--- src/rtl/wb_arbiter.sv ---
// Register-file writeback arbiter: ALU results take priority, MDU results queue in a FIFO,
// and a pending scoreboard raises stall for operands still owed by the MDU. Optional WB_BYPASS_EN.
module wb_arbiter #(
  parameter int DEPTH        = 4,
  parameter int STARVE_LIMIT = 8
) (
  input  logic        clk,
  input  logic        arst,
  input  logic        alu_valid,
  input  logic [4:0]  alu_rd,
  input  logic [31:0] alu_data,
  output logic        alu_hold,
  input  logic        mdu_valid,
  input  logic [4:0]  mdu_rd,
  input  logic [31:0] mdu_data,
  output logic        mdu_ready,
  input  logic        issue_valid,
  input  logic [4:0]  issue_rd,
  input  logic [4:0]  chk_rs,
  input  logic [4:0]  chk_rt,
  output logic        stall,
  output logic        RegWr,
  output logic [4:0]  Rw,
  output logic [31:0] busW
);

  localparam int PW = $clog2(DEPTH);
  localparam int CW = $clog2(DEPTH + 1);
  localparam int SW = $clog2(STARVE_LIMIT + 1);

  logic [4:0]    fifo_rd_q   [DEPTH];
  logic [31:0]   fifo_data_q [DEPTH];
  logic [PW-1:0] wr_ptr_q, wr_ptr_d, rd_ptr_q, rd_ptr_d;
  logic [CW-1:0] count_q, count_d;
  logic [31:0]   pending_q, pending_d;
  logic [SW-1:0] starve_q, starve_d;
  logic          alu_hold_q, alu_hold_d;
  logic          reg_wr_q, reg_wr_d;
  logic [4:0]    rw_q, rw_d;
  logic [31:0]   bus_w_q, bus_w_d;

  logic          full, empty, push_req, push, pop, bypass;
  logic [4:0]    head_rd;
  logic [31:0]   head_data;

  assign full      = (count_q == CW'(DEPTH));
  assign empty     = (count_q == '0);
  assign mdu_ready = !arst && !full;
  assign push_req  = mdu_valid && mdu_ready;
  assign pop       = !alu_valid && !empty;
  assign head_rd   = fifo_rd_q[rd_ptr_q];
  assign head_data = fifo_data_q[rd_ptr_q];

`ifdef WB_BYPASS_EN
  assign bypass = !alu_valid && empty && push_req;
`else
  assign bypass = 1'b0;
`endif

  assign push = push_req && !bypass;

  always_comb begin
    reg_wr_d = 1'b0;
    rw_d     = rw_q;
    bus_w_d  = bus_w_q;
    if (alu_valid) begin
      reg_wr_d = (alu_rd != 5'd0);
      rw_d     = alu_rd;
      bus_w_d  = alu_data;
    end else if (pop) begin
      reg_wr_d = (head_rd != 5'd0);
      rw_d     = head_rd;
      bus_w_d  = head_data;
    end else if (bypass) begin
      reg_wr_d = (mdu_rd != 5'd0);
      rw_d     = mdu_rd;
      bus_w_d  = mdu_data;
    end
  end

  // Set is applied after clear so a same-cycle reissue of the popped register stays pending.
  always_comb begin
    pending_d = pending_q;
    if (pop)    pending_d[head_rd] = 1'b0;
    if (bypass) pending_d[mdu_rd]  = 1'b0;
    if (issue_valid && (issue_rd != 5'd0)) pending_d[issue_rd] = 1'b1;
    pending_d[0] = 1'b0;
  end

  always_comb begin
    wr_ptr_d = push ? wr_ptr_q + PW'(1) : wr_ptr_q;
    rd_ptr_d = pop  ? rd_ptr_q + PW'(1) : rd_ptr_q;
    count_d  = count_q + CW'(push) - CW'(pop);
  end

  always_comb begin
    starve_d   = '0;
    alu_hold_d = 1'b0;
    if (full && alu_valid) begin
      if (starve_q == SW'(STARVE_LIMIT - 1)) begin
        alu_hold_d = 1'b1;
      end else begin
        starve_d = starve_q + SW'(1);
      end
    end
  end

  always_ff @(posedge clk) begin
    if (arst) begin
      wr_ptr_q   <= '0;
      rd_ptr_q   <= '0;
      count_q    <= '0;
      pending_q  <= '0;
      starve_q   <= '0;
      alu_hold_q <= 1'b0;
      reg_wr_q   <= 1'b0;
      rw_q       <= '0;
      bus_w_q    <= '0;
    end else begin
      wr_ptr_q   <= wr_ptr_d;
      rd_ptr_q   <= rd_ptr_d;
      count_q    <= count_d;
      pending_q  <= pending_d;
      starve_q   <= starve_d;
      alu_hold_q <= alu_hold_d;
      reg_wr_q   <= reg_wr_d;
      rw_q       <= rw_d;
      bus_w_q    <= bus_w_d;
    end
  end

  // Storage needs no reset: entries are only read while count says they are valid.
  always_ff @(posedge clk) begin
    if (push) begin
      fifo_rd_q[wr_ptr_q]   <= mdu_rd;
      fifo_data_q[wr_ptr_q] <= mdu_data;
    end
  end

  assign stall    = !arst && (pending_q[chk_rs] || pending_q[chk_rt]);
  assign alu_hold = alu_hold_q;
  assign RegWr    = reg_wr_q;
  assign Rw       = rw_q;
  assign busW     = bus_w_q;

endmodule

--- config.mk ---
export PLATFORM = sky130hd
export DESIGN_NAME = wb_arbiter
export DESIGN_NICKNAME = d
export VERILOG_FILES = /design/src/rtl/wb_arbiter.sv
export SDC_FILE = /design/constraint.sdc
export NUM_CORES = 1
export LEC_CHECK = 0
export BUFFER_PORTS_ARGS = -buffer_cell sky130_fd_sc_hd__buf_2
export CORE_AREA = 2 2 139 141
export CTS_CLUSTER_SIZE = 40
export DETAILED_ROUTE_END_ITERATION = 8
export DIE_AREA = 0 0 141 143
export GPL_ROUTABILITY_DRIVEN = 0
export PLACE_DENSITY = 0.73
export SLEW_MARGIN = 0
export SYNTH_ARGS = -nofsm -noshare
export SYNTH_HDL_FRONTEND = slang
export SYNTH_SLANG_ARGS = --single-unit
--- constraint.sdc ---
create_clock -name clk -period 2.24 [get_ports clk]
set_input_delay 0.112 -clock clk [delete_from_list [all_inputs] [get_ports clk]]
set_output_delay 0.112 -clock clk [all_outputs]
set_load 0.1 [all_outputs]
==> metrics <==
Synth cell types=38; Root Driver=clkbuf_16; vias in the first global route=roughly 6.6k; Synth warnings=0; internal cell power=~8.8 mW; Worst slew margin=0.414; DR vias/cell=~5.6; Peak VDD IR=between 0.0008 and 0.0009 V; leading cell types in the layout, fill and taps excluded=edfxtp_1 (148), buf_2 (133), nor2_1 (93); Worst setup SP type=register; Die Y-Extent=143 um; Wirelength per Cell=just under 20 um; Hold Crit Start=issue_rd[2]; Worst EP required=roughly 2100 ps; Clock transition at path regs=60 ps; Clock Sinks=231; fmax=approximately 440 MHz; Tmin final=around 2300 ps; DRT met1 WL=about 8900 um; largest net degree at the start of global routing=80; P per Cell Area=1060 mW/mm^2; met3 WL=around 1400 um; pre-CTS setup slack=28.1 ps; cell area after layout=between 0.01 and 0.015 mm^2; sequential share of the synthesized area=0.650; failing checks=negative setup slack; most common cell after layout, fill and taps aside=edfxtp_1; core area=around 0.019 mm^2; Netlist Area Pre-Place=between 0.009 and 0.01 mm^2; initial antenna violation count=3; leak pwr=approximately 4.5 nW; Fin. Hold Viols=0; Setup crit end kind=primary output; Initial Util=0.506; First DRT Iteration DRCs=a little under 400; worst path arrival time=2140 ps; Worst Hold Class=in -> reg; die width=approximately 140 um; maxcap violations=0; RSZ-0062 raised after global routing=true; clk buf depth=3; Setup violations, final=1; Layout area overhead=28.7%; Top Ports=between 100 and 150; Initial DRT Pass Iterations=7; CP Max Fanout=3; CTS Buf Count=25; Post-Syn Nets=~770; final core occ=0.651; Worst-Skew Late Latency=slightly above 500 ps; switching share of total power=0.319; hold_ws=~14 ps; highest metal used=met4; area post-placement=0.0105 mm^2; DRC viols=0; PortBufs=between 100 and 150; clock skew=~13 ps; die area=0.0202 mm^2; DRT Wirelength=roughly 22000 um; Avg Inst Size Synth=14.0 um^2; share of total power in the clock network=0.313; Worst Setup SP=pending_q[27]; Tightest Pin Transition=slightly below 900 ps; ANT nets after route=0; FP Rows=50; Post-DP HPWL=14200 um; Seq pwr share=0.394; CTS tree=done; post-synthesis register bit count=around 230; GR Util All Layers=0.222; routed vias=around 6.4k; cells after synthesis=669; NetSw=around 4.1 mW; Met2 Wirelength=between 10000 and 15000 um; fin crit share=1.01; share of cells above drive strength 1=0.301; Nets=~1000; grt total ovfl=0; status=complete, but fails checks; Max Slew Vio Count=0; setup ws final=-14.5 ps; Gate power share=0.293; Setup CP Type=reg -> out; H-tree levels=1; first-pass GRT wire length=around 35000 um
-- sequential cells by signal, indices dropped and copies added (netlist names), named ones only --
signal	count
busW	32
RegWr	1
Rw	5
fifo_data_q	128
alu_hold	1
rd_ptr_q	2
count_q	3
starve_q	4
wr_ptr_q	2
fifo_rd_q	20
pending_q	31
-- power by group through the flow --
stage	Combinational, mW	Clock (mW)	Sequential [mW]
finish	3.77	4.02	5.07
global route	4.02	4.24	5.10
CTS	3.72	4.08	5.07
detailed placement	3.59	0	5.16
global placement	3.51	0	5.12
floorplan	1.98	0	5.92
-- synth_stat cells (all sizes together) --
cell type	n	area [um^2]
and3	5	31.3
a31oi	1	6.26
nand2b	4	25.0
xor2	2	17.5
a211oi	1	7.51
and2	2	12.5
mux2i	44	440
or3	1	6.26
nor3b	3	22.5
nand2	38	143
or4	2	18.8
a21oi	73	365
inv	6	22.5
o21ai	33	165
nor2	94	353
ha	7	87.6
edfxtp	148	4440
fa	1	20.0
xnor2	4	35.0
dfxtp	83	1660
a2111oi	1	8.76
mux4	51	1150
nor3	4	20.0
and3b	1	8.76
nor4	1	6.26
o31ai	2	15.0
nand3	3	15.0
a41oi	1	8.76
buf	16	78.8
clkbuf	22	82.6
mux2	3	33.8
nor2b	5	31.3
nand3b	6	45.0
nand4b	1	8.76
-- layout make-up --
cell class                 count  area, um^2
multi-input combinational    394        3210
antenna                        3        7.51
fill                        1264        6480
inverter                       6        22.5
clock buffer                  40         737
timing repair buffer         235        1630
clock inverter                 5        73.8
tap                          234         293
sequential                   231        6120
-- critical path: stages (launching register included) --
cell and delay (ps):
dfxtp_1 320, mux4_2 480, mux2_2 290, a31oi_1 160, a41oi_2 150, buf_6 240
-- repair_timing --
| action | CTS | global route |
|---|---|---|
| setup buffers | 0 | 1 |
| endpoints found under the setup margin | 1 | 5 |
| pin swaps | 2 | 0 |
| resized for setup | 4 | 10 |
| hold buffers | 76 | 0 |
| hold endpoints to repair | 187 | 0 |
-- cells by family (layout without fill, tap and decap cells) --
group	Yosys count	after routing	synth area share
XOR/XNOR	6	6	0.00559
other	0	3	0
AND/OR/NAND/NOR	170	170	0.0795
adder cells (fa/ha/maj)	8	8	0.0115
buffers and inverters	44	286	0.0196
multiplexers	98	98	0.173
AO/OA/AOI/OAI	112	112	0.0614
flip-flops	231	231	0.650
-- routing by layer --
| layer | vias to the layer above | global-route usage |
|---|---|---|
| li1 | 2963 | - |
| met1 | 3165 | 0.284 |
| met2 | 268 | 0.393 |
| met3 | 44 | 0.0349 |
| met4 | 0 | 0.0711 |
| met5 | - | 0 |
-- path summary, 6_finish.rpt --
check / end / slack (ps) / cells after the start
worst max-delay path: stall / -10 / 5
worst min-delay path: pending_q[16] / 10 / 4
worst max register to register: pending_q[1] / 120 / 4
worst min register to register: starve_q[0] / 460 / 1
-- per-stage QoR --
step                      power, mW  setup TNS [ps]  std cells
final                          12.9           -14.5       1148
after global routing           13.4           -93.9       1148
after CTS                      12.9           -43.9       1144
after floorplan                7.91            -499        669
after global placement         8.64               0       1023
after detailed placement       8.75               0       1023
Note: power is estimated with default switching activity, not from simulation.
